## config.mk

```make
export PLATFORM = sky130hd
export DESIGN_NAME = ps2_scancode_to_ascii_flat
export DESIGN_NICKNAME = d
export VERILOG_FILES = /design/src/rtl/ps2_scancode_to_ascii_if.sv /design/src/rtl/ps2_scancode_to_ascii.sv /design/src/flat_wrapper.sv
export SDC_FILE = /design/constraint.sdc
export NUM_CORES = 1
export LEC_CHECK = 0
export ABC_AREA = 1
export ABC_CLOCK_PERIOD_IN_PS = 1900
export CAP_MARGIN = 20
export CORE_ASPECT_RATIO = 2
export CORE_MARGIN = 2
export CORE_UTILIZATION = 45
export CTS_CLUSTER_SIZE = 20
export DETAILED_ROUTE_END_ITERATION = 10
export GPL_TIMING_DRIVEN = 0
export SYNTH_ARGS = -nofsm -noshare
export SYNTH_HDL_FRONTEND = slang
export SYNTH_SLANG_ARGS = --single-unit
```

## constraint.sdc

```tcl
create_clock -name clk -period 1.9 [get_ports clk]
set_input_delay 0.285 -clock clk [delete_from_list [all_inputs] [get_ports clk]]
set_output_delay 0.285 -clock clk [all_outputs]
set_load 0.1 [all_outputs]
```

## src/rtl/ps2_scancode_to_ascii_if.sv

```systemverilog
// Scan-code in / ASCII out bundle between the PS/2 receiver, the translator and its consumer.
// The master side drives scan codes and observes characters; the translator is the slave.
interface ps2_scancode_to_ascii_if;
    logic       ps2_code_new;
    logic [7:0] ps2_code;
    logic       ascii_new;
    logic [6:0] ascii_code;
    logic       caps_lock;

    modport master (
        output ps2_code_new, ps2_code,
        input  ascii_new, ascii_code, caps_lock
    );

    modport slave (
        input  ps2_code_new, ps2_code,
        output ascii_new, ascii_code, caps_lock
    );
endinterface

```

## src/rtl/ps2_scancode_to_ascii.sv

```systemverilog
// PS/2 set-2 scan code to 7-bit ASCII translator (US layout) with Shift/Ctrl/Caps Lock and Pause skip.
// Result pulse two cycles after the code_new rising edge; never stalls, one byte per edge.
module ps2_scancode_to_ascii (
    input  logic                          clk,
    input  logic                          reset,
    ps2_scancode_to_ascii_if.slave        bus
);
    logic       prev_q, vld_q;
    logic [7:0] code_q;
    logic       brk_q, brk_d, ext_q, ext_d;
    logic       lshift_q, lshift_d, rshift_q, rshift_d;
    logic       lctrl_q, lctrl_d, rctrl_q, rctrl_d;
    logic       caps_q, caps_d, caps_held_q, caps_held_d;
    logic [2:0] skip_q, skip_d;
    logic       new_q, new_d;
    logic [6:0] ascii_q, ascii_d;

    logic       is_letter, is_sym, shift, ctrl;
    logic [4:0] letter_idx;
    logic [6:0] sym_lo, sym_hi;

    assign shift = lshift_q | rshift_q;
    assign ctrl  = lctrl_q | rctrl_q;

    always_comb begin
        is_letter  = 1'b1;
        letter_idx = 5'd0;
        case (code_q)
            8'h1C: letter_idx = 5'd0;   8'h32: letter_idx = 5'd1;   8'h21: letter_idx = 5'd2;
            8'h23: letter_idx = 5'd3;   8'h24: letter_idx = 5'd4;   8'h2B: letter_idx = 5'd5;
            8'h34: letter_idx = 5'd6;   8'h33: letter_idx = 5'd7;   8'h43: letter_idx = 5'd8;
            8'h3B: letter_idx = 5'd9;   8'h42: letter_idx = 5'd10;  8'h4B: letter_idx = 5'd11;
            8'h3A: letter_idx = 5'd12;  8'h31: letter_idx = 5'd13;  8'h44: letter_idx = 5'd14;
            8'h4D: letter_idx = 5'd15;  8'h15: letter_idx = 5'd16;  8'h2D: letter_idx = 5'd17;
            8'h1B: letter_idx = 5'd18;  8'h2C: letter_idx = 5'd19;  8'h3C: letter_idx = 5'd20;
            8'h2A: letter_idx = 5'd21;  8'h1D: letter_idx = 5'd22;  8'h22: letter_idx = 5'd23;
            8'h35: letter_idx = 5'd24;  8'h1A: letter_idx = 5'd25;
            default: is_letter = 1'b0;
        endcase
    end

    // Non-letter keys: unshifted / shifted character; control keys map to themselves under shift.
    always_comb begin
        is_sym = 1'b1;
        sym_lo = 7'h00;
        sym_hi = 7'h00;
        case (code_q)
            8'h16: begin sym_lo = 7'h31; sym_hi = 7'h21; end
            8'h1E: begin sym_lo = 7'h32; sym_hi = 7'h40; end
            8'h26: begin sym_lo = 7'h33; sym_hi = 7'h23; end
            8'h25: begin sym_lo = 7'h34; sym_hi = 7'h24; end
            8'h2E: begin sym_lo = 7'h35; sym_hi = 7'h25; end
            8'h36: begin sym_lo = 7'h36; sym_hi = 7'h5E; end
            8'h3D: begin sym_lo = 7'h37; sym_hi = 7'h26; end
            8'h3E: begin sym_lo = 7'h38; sym_hi = 7'h2A; end
            8'h46: begin sym_lo = 7'h39; sym_hi = 7'h28; end
            8'h45: begin sym_lo = 7'h30; sym_hi = 7'h29; end
            8'h0E: begin sym_lo = 7'h60; sym_hi = 7'h7E; end
            8'h4E: begin sym_lo = 7'h2D; sym_hi = 7'h5F; end
            8'h55: begin sym_lo = 7'h3D; sym_hi = 7'h2B; end
            8'h54: begin sym_lo = 7'h5B; sym_hi = 7'h7B; end
            8'h5B: begin sym_lo = 7'h5D; sym_hi = 7'h7D; end
            8'h5D: begin sym_lo = 7'h5C; sym_hi = 7'h7C; end
            8'h4C: begin sym_lo = 7'h3B; sym_hi = 7'h3A; end
            8'h52: begin sym_lo = 7'h27; sym_hi = 7'h22; end
            8'h41: begin sym_lo = 7'h2C; sym_hi = 7'h3C; end
            8'h49: begin sym_lo = 7'h2E; sym_hi = 7'h3E; end
            8'h4A: begin sym_lo = 7'h2F; sym_hi = 7'h3F; end
            8'h29: begin sym_lo = 7'h20; sym_hi = 7'h20; end
            8'h5A: begin sym_lo = 7'h0D; sym_hi = 7'h0D; end
            8'h66: begin sym_lo = 7'h08; sym_hi = 7'h08; end
            8'h0D: begin sym_lo = 7'h09; sym_hi = 7'h09; end
            8'h76: begin sym_lo = 7'h1B; sym_hi = 7'h1B; end
            default: is_sym = 1'b0;
        endcase
    end

    always_comb begin
        brk_d       = brk_q;
        ext_d       = ext_q;
        lshift_d    = lshift_q;
        rshift_d    = rshift_q;
        lctrl_d     = lctrl_q;
        rctrl_d     = rctrl_q;
        caps_d      = caps_q;
        caps_held_d = caps_held_q;
        skip_d      = skip_q;
        new_d       = 1'b0;
        ascii_d     = ascii_q;
        if (vld_q) begin
            if (skip_q != 3'd0) begin
                skip_d = skip_q - 3'd1;
            end else if (code_q == 8'hE1) begin
                skip_d = 3'd7;
            end else if (code_q == 8'hF0) begin
                brk_d = 1'b1;
            end else if (code_q == 8'hE0) begin
                ext_d = 1'b1;
            end else begin
                brk_d = 1'b0;
                ext_d = 1'b0;
                case (code_q)
                    8'h12: lshift_d = ~brk_q;
                    8'h59: rshift_d = ~brk_q;
                    8'h14: begin
                        if (ext_q) rctrl_d = ~brk_q;
                        else       lctrl_d = ~brk_q;
                    end
                    // Caps toggles only on the first make; typematic repeats are ignored until break.
                    8'h58: begin
                        if (brk_q) begin
                            caps_held_d = 1'b0;
                        end else begin
                            if (!caps_held_q) caps_d = ~caps_q;
                            caps_held_d = 1'b1;
                        end
                    end
                    default: begin
                        if (!brk_q) begin
                            if (ext_q) begin
                                if (code_q == 8'h4A) begin
                                    new_d = 1'b1; ascii_d = 7'h2F;
                                end else if (code_q == 8'h5A) begin
                                    new_d = 1'b1; ascii_d = 7'h0D;
                                end
                            end else if (is_letter) begin
                                new_d = 1'b1;
                                if (ctrl)                ascii_d = {2'b00, letter_idx} + 7'h01;
                                else if (shift ^ caps_q) ascii_d = {2'b00, letter_idx} + 7'h41;
                                else                     ascii_d = {2'b00, letter_idx} + 7'h61;
                            end else if (is_sym) begin
                                new_d   = 1'b1;
                                ascii_d = shift ? sym_hi : sym_lo;
                            end
                        end
                    end
                endcase
            end
        end
    end

    // prev_q resets high so a level already present at reset release is not taken as an edge.
    always_ff @(posedge clk) begin
        if (reset) begin
            prev_q      <= 1'b1;
            vld_q       <= 1'b0;
            code_q      <= 8'h00;
            brk_q       <= 1'b0;
            ext_q       <= 1'b0;
            lshift_q    <= 1'b0;
            rshift_q    <= 1'b0;
            lctrl_q     <= 1'b0;
            rctrl_q     <= 1'b0;
            caps_q      <= 1'b0;
            caps_held_q <= 1'b0;
            skip_q      <= 3'd0;
            new_q       <= 1'b0;
            ascii_q     <= 7'h00;
        end else begin
            prev_q      <= bus.ps2_code_new;
            vld_q       <= bus.ps2_code_new & ~prev_q;
            if (bus.ps2_code_new && !prev_q) code_q <= bus.ps2_code;
            brk_q       <= brk_d;
            ext_q       <= ext_d;
            lshift_q    <= lshift_d;
            rshift_q    <= rshift_d;
            lctrl_q     <= lctrl_d;
            rctrl_q     <= rctrl_d;
            caps_q      <= caps_d;
            caps_held_q <= caps_held_d;
            skip_q      <= skip_d;
            new_q       <= new_d;
            ascii_q     <= ascii_d;
        end
    end

    assign bus.ascii_new  = new_q;
    assign bus.ascii_code = ascii_q;
    assign bus.caps_lock  = caps_q;
endmodule
```

## src/flat_wrapper.sv

```systemverilog
// flat-port wrapper written by rule: the top's interface ports become plain ports
module ps2_scancode_to_ascii_flat 
  (clk, reset, bus_ps2_code_new, bus_ps2_code, bus_ascii_new, bus_ascii_code, bus_caps_lock);
  ps2_scancode_to_ascii_if bus_i ();
  input  logic clk;
  input  logic reset;
  input wire logic [$bits(bus_i.ps2_code_new)-1:0] bus_ps2_code_new;
  input wire logic [$bits(bus_i.ps2_code)-1:0] bus_ps2_code;
  output wire logic [$bits(bus_i.ascii_new)-1:0] bus_ascii_new;
  output wire logic [$bits(bus_i.ascii_code)-1:0] bus_ascii_code;
  output wire logic [$bits(bus_i.caps_lock)-1:0] bus_caps_lock;
  assign bus_i.ps2_code_new = bus_ps2_code_new;
  assign bus_i.ps2_code = bus_ps2_code;
  assign bus_ascii_new = bus_i.ascii_new;
  assign bus_ascii_code = bus_i.ascii_code;
  assign bus_caps_lock = bus_i.caps_lock;
  ps2_scancode_to_ascii u_core (.clk(clk), .reset(reset), .bus(bus_i));
endmodule
```

==> run summary <==
vias post-DR -> 3063
outcome -> complete, but fails checks
H-tree levels -> 2
cells on worst reg2reg path -> 13
crit path DAT -> 2.15 ns
I/O Buffers -> 19
Final Cycle Share -> 104%
Core Rows -> 37
Final Critical Period -> 1.97 ns
drt total wl -> 8480 µm
Layout area overhead -> 44.9%
Worst Hold Depth -> 2
CP startpoint kind -> register
FF+latch count, synth -> 29
initial antenna violation count -> 0
CP Capture Type -> register
CP delay by family, top -> simple AND/OR/NAND/NOR gates
core area -> 0.00505 mm²
post-route cell area -> 0.00337 mm²
TNS Setup -> -0.261 ns
Slew headroom -> 36.7%
Worst-Margin Slew -> 0.953 ns
clock latency on the worst-skew pair -> 0.28 ns
Flop pwr share -> 45.2%
Routed Antenna Nets -> 0
vias in the first global route -> 2833
sequential area share after synthesis -> 24.9%
# diodes -> 0
PwrDens -> 424 mW/mm²
Worst Hold Slack -> 0.453 ns
Synth Net Count -> 434
Root Buffer -> clkbuf_8
WP depth -> 13
unrepaired setup endpoints after global routing -> true
deepest clock path buffer count -> 2
TritonRoute pass-1 iters -> 4
global-route wire length before repair -> 12900 µm
grt ovf -> 0
critical path required time -> 2.07 ns
Die H -> 106 µm
via density per instance -> 5.80
Die Width -> 54.9 µm
Num CTS Buffers -> 5
post-synthesis cell count -> 420
share of layout cells above drive strength 1 -> 31.7%
Initial Utilization -> 46.1%
Hold Violations, Final -> 0
# fillers -> 444
switching component of the power -> 0.000454 W
CTS Sinks -> 29
clock share of power -> 34.8%
most frequent cells in the layout -> nand2_1, nor2_1, nand2_2
largest net degree at the start of global routing -> 11
Fmax -> 0.507 GHz
final net count -> 483
Placer Congestion -> 0.990
# DRC -> 0
Area contributors post-synth -> dfxtp_1, nand2_1, nor2_1
Internal -> 0.000976 W
CTS tree -> yes
final setup fails -> 6
cell area after placement -> 0.00259 mm²
crit path cell chain -> inv_8, nand2_8, nor2_4, nand2_2, buf_4, nand3_1, nor2_1, nand2_2, nor2_4, nor2_4, o21ai_1, nor2_1, nor2_1
commonest non-fill, non-tap cell in the layout -> nand2_1
switching part of the total -> 31.7%
DRT iter0 DRCs -> 196
CP Class -> register to register
Worst-path clk slew -> 0.07 ns
slowest stage cell on the critical path -> dfxtp_4
Syn Area/Cell -> 5.54 µm²
Hold Path Class -> register to register
Final WS setup -> -0.0722 ns
Synth area leader -> dfxtp_1
Crit path buffers/inverters -> 2
synthesized cell area -> 0.00233 mm²
combinational share of power -> 20.0%
yosys warns -> 0
Pleak -> 1.64 nW
Total GRT Usage -> 30.5%
DP Worst Slack -> -0.336 ns
Avg WL per Cell -> 16.1 µm
Slew Limit Fails -> 0
top cell type's share of synthesized area -> 24.9%
Distinct cells, synth -> 30
Max Cap Viol -> 0
failing checks -> negative setup slack
VDD IR max -> 0.000445 V
Post-Route Skew -> 0.00224 ns
CP max stage delay -> 0.40 ns
DP Wirelength -> 6020 µm
worst-path maximum fanout -> 7
I/O pin cnt -> 20
die footprint -> 0.00580 mm²
==> layout make-up <==
| type | instances | area, µm² | share of cell area [%] |
|---|---|---|---|
| Clock buffer | 5 | 68.8 | 2.04 |
| Inverter | 42 | 180 | 5.34 |
| Sequential cell | 29 | 608 | 18.0 |
| Buffer | 6 | 37.5 | 1.11 |
| Tap cell | 58 | 72.6 | 2.15 |
| Clock inverter | 3 | 17.5 | 0.519 |
| Timing Repair Buffer | 41 | 377 | 11.2 |
| Multi-Input combinational cell | 344 | 2010 | 59.6 |
==> per-stage QoR <==
step,instances,util [%],total power (W)
4_1_cts,519,60.5,0.00138
3_3_place_gp,497,51.3,0.000827
3_5_place_dp,497,51.3,0.000831
2_1_floorplan,420,-,0.000766
5_1_grt,528,66.8,0.00149
6_report,528,66.8,0.00143
==> layer usage <==
layer	routed length (µm)	global-route usage (%)	up-vias
met5	0	0	-
li1	-	-	1461
met1	3080	32.9	1408
met4	604	18.4	0
met3	390	4.39	51
met2	4410	51.9	143
==> flip-flops by register name, summed over array words and instances (netlist names) <==
name / cells
u_core.code_q: 8
u_core.rshift_q: 1
u_core.bus.ascii_new: 1
u_core.bus.caps_lock: 1
u_core.lshift_q: 1
u_core.brk_q: 1
u_core.bus.ascii_code: 7
u_core.lctrl_q: 1
u_core.prev_q: 1
u_core.rctrl_q: 1
u_core.skip_q: 3
u_core.vld_q: 1
u_core.caps_held_q: 1
u_core.ext_q: 1
==> synthesized netlist by cell type (all sizes together) <==
cell type and count:
nor3 11, inv 42, o22ai 1, dfxtp 29
a21oi 26, nand3b 2, nand4 8, nor3b 1
ha 3, a211oi 2, nor2 86, o311a 2
o211ai 1, nand3 20, nor4 2, o21bai 3
o31ai 1, o21ai 22, a32oi 1, xor2 2
clkbuf 4, a311oi 1, buf 2, nand2 148
==> worst register-to-register path: stages, from the launching register on <==
cell and delay, ns:
dfxtp_4 0.40, inv_8 0.09, nand2_8 0.08, nor2_4 0.22, nand2_2 0.12, buf_4 0.17
nand3_1 0.15, nor2_1 0.08, nand2_2 0.10, nor2_4 0.06, nor2_4 0.13, o21ai_1 0.08
nor2_1 0.14, nor2_1 0.05
==> cells by family (layout without fill, tap and decap cells) <==
logic type               Yosys count  after routing  share of synthesized area (%)
XOR/XNOR                           2              2                          0.753
AND/OR/NAND/NOR                  278            279                           50.0
AO/OA/AOI/OAI                     60             60                           14.5
flip-flops                        29             29                           24.9
adder cells (fa/ha/maj)            3              3                           1.61
buffers and inverters             48             97                           8.23
==> power groups by stage <==
stage                     logic [W]  registers [W]  clock network [W]
final                      0.000286       0.000647           0.000498
after global routing       0.000305       0.000648           0.000534
after CTS                  0.000235       0.000639           0.000506
after detailed placement   0.000181       0.000650                  0
after global placement     0.000177       0.000650                  0
after floorplan            0.000112       0.000654                  0
==> path summary, 6_finish.rpt <==
| path | from | slack (ns) | end |
|---|---|---|---|
| setup / recovery | u_core.code_q[0]$_SDFFE_PP0P_ | -0.07 | u_core.bus.ascii_code[1]$_SDFFE_PP0P_ |
| hold / removal | u_core.lctrl_q$_SDFFE_PP0P_ | 0.45 | u_core.lctrl_q$_SDFFE_PP0P_ |
| setup reg to reg | u_core.code_q[0]$_SDFFE_PP0P_ | -0.07 | u_core.bus.ascii_code[1]$_SDFFE_PP0P_ |
| hold reg to reg | u_core.lctrl_q$_SDFFE_PP0P_ | 0.45 | u_core.lctrl_q$_SDFFE_PP0P_ |
==> what timing repair did <==
action / CTS / global route
endpoints found under the setup margin: 18 / 10
buffers inserted: 12 / 11
pin swaps: 20 / 38
hold buffers: 0 / 0
gates resized for setup: 99 / 67
cloned: 2 / 0
Note: power is estimated with default switching activity, not from simulation.
==> edit: new RTL, same settings <==
Reset style: asynchronous (`reset`), changed in one clocked block.
--- a/src/rtl/ps2_scancode_to_ascii.sv
+++ b/src/rtl/ps2_scancode_to_ascii.sv
@@ -142,3 +142,3 @@
     // prev_q resets high so a level already present at reset release is not taken as an edge.
-    always_ff @(posedge clk) begin
+    always_ff @(posedge clk or posedge reset) begin
         if (reset) begin
Function: differs if reset is asserted again (counterexample within 4 cycles, from zero or initial values and one cycle with reset high); with reset held inactive, the same outputs for 4 cycles.
==> edit against the original RTL <==
- the run still ends with negative setup slack left
- highest routed layer unchanged
- largest cell class unchanged
- final area grew 16%
- worst setup slack lost 0.076 ns
- fmax shrank 3.7%
- area after synthesis grew 7.6%
- wire length grew 21%
- sequential cell count is the same
- core utilization grew 5.6 points
- global-route usage grew 1.6 points
- first-iteration DRC count shrank 13%
- clock skew grew 0.0043 ns
- cell count grew 5.9%
Power is not compared: it rests on default switching activity, and its combinational part moved more than twofold at a synthesized area within 25%.
==> edit: results (changes against the original RTL) <==
status: "finished with violations"
violations: "negative setup slack"
vias: 3295  # +7.6%
finalSetupTns_ns: -0.897  # -0.636 ns
synthArstFlopShare_pct: 100  # +100 points
max_slew.worst_pin.slew_ns: 0.955  # +0.00105 ns
cts-root-buf: "clkbuf_8"
crit_end: "u_core.bus.ascii_code[4]"
cp.arrival_ns: 2.27  # +0.12 ns
skew_ns: 0.00653  # +0.00430 ns
synth_area_leaders: "dfrtp_1 28%, nand2_1 24%, nor2_1 12%"
cts-buffers-inserted: 5  # unchanged
synth_cell_type_count: 28  # -6.7%
whs_ns: 0.282  # -0.171 ns
worst_slack_ns: -0.148  # -0.0758 ns
avgSynthCellArea_um2: 5.81  # +4.9%
drt_first_pass_iters: 7  # +3
yosys-top-cells-count: "159 x nand2_1, 82 x nor2_1, 37 x inv_1"
cts_setup_buffers: 26  # +14
wirelength_um: 10300  # +21%
hpwl_um: 6810  # +13%
setup_viol: 8  # +2
synth-seq-area-share_pct: 29.0  # +4.1 points
synthesis.nets: 445  # +2.5%
largest-register: "u_core.code_q"
crit_start: "u_core.code_q[1]"
drt_iter0_drc: 170  # -13%
cp_max_fo: 5  # -2
cts_resized: 111  # +12%
grt_pass1_vias: 3236  # +14%
grt_first_pass_wirelength_um: 15000  # +16%
largest_reg_flops: 8  # unchanged
clock_latency_ns: 0.30  # +0.02 ns
worstReg2RegStart: "u_core.code_q[1]"
max_stage_delay_ns: 0.51  # +0.11 ns
critPathSlowestCell: "dfrtp_2"
rrSetupSlack_ns: -0.15  # -0.08 ns
place.gp.congestion: 1.02  # +2.7%
hold_class: "input pin to asynchronous set/reset pin"
grt_max_degree: 23  # +12
stdcell_count: 559  # +5.9%
grtUsageTotal_pct: 32.1  # +1.6 points
drive_above_1_share_pct: 41.9  # +10 points
dp_cells: 511  # +2.8%
edit: cell count changes in the layout (fill, tap and decap cells not counted), sizes merged, moves of 3 or more:
cell    change
o21bai      -3
or2         +3
dfxtp      -29
dfrtp      +28
nand3      +10
a21oi       -7
nor2        +3
buf        +19
nand2      +18
nor3        -5
edit: final cells by class:
cell class | count | area [µm²]
plain buffers | 3 | 26.3
clock inverters | 1 | 5.00
inverters | 41 | 169
well taps | 60 | 75.1
clock buffers | 7 | 96.3
fillers | 437 | 1490
flip-flops and latches | 29 | 736
repair buffers | 60 | 584
multi-input cells | 358 | 2240
edit: through the flow:
step	total power [mW]	worst slack (ns)	area [µm²]	utilization, %
4_1_cts	3.01	-0.0511	3420	63.2
2_1_floorplan	1.84	0.0930	2500	-
3_5_place_dp	2.19	-0.311	2800	51.6
5_1_grt	3.46	-0.266	3930	72.5
3_3_place_gp	2.17	-0.323	2770	51.1
6_report	3.28	-0.148	3930	72.5
edit: logic make-up (layout without fill, tap and decap cells):
group                    Yosys count  after routing  share of synthesized area (%)
XOR/XNOR                           1              1                          0.350
buffers and inverters             44            112                           6.94
AND/OR/NAND/NOR                  308            308                           52.7
adder cells (fa/ha/maj)            3              3                           1.50
AO/OA/AOI/OAI                     46             46                           9.49
flip-flops                        29             29                           29.0
edit: worst max-delay path: cells and delay by family (launching register included):
| kind | cells | cell delay, ns |
|---|---|---|
| compound gates | 1 | 0.15 |
| simple gates | 10 | 1.02 |
| buf+inv | 2 | 0.27 |
| flops | 1 | 0.51 |
edit: routing by layer:
layer | up-vias | wire [µm] | track usage, % | share of wire (%)
met3 | 82 | 494 | 4.71 | 4.8
met4 | 0 | 889 | 27.6 | 8.7
li1 | 1518 | - | - | -
met2 | 183 | 5510 | 60.0 | 54
met5 | - | 0 | 0 | 0
met1 | 1512 | 3360 | 29.2 | 33
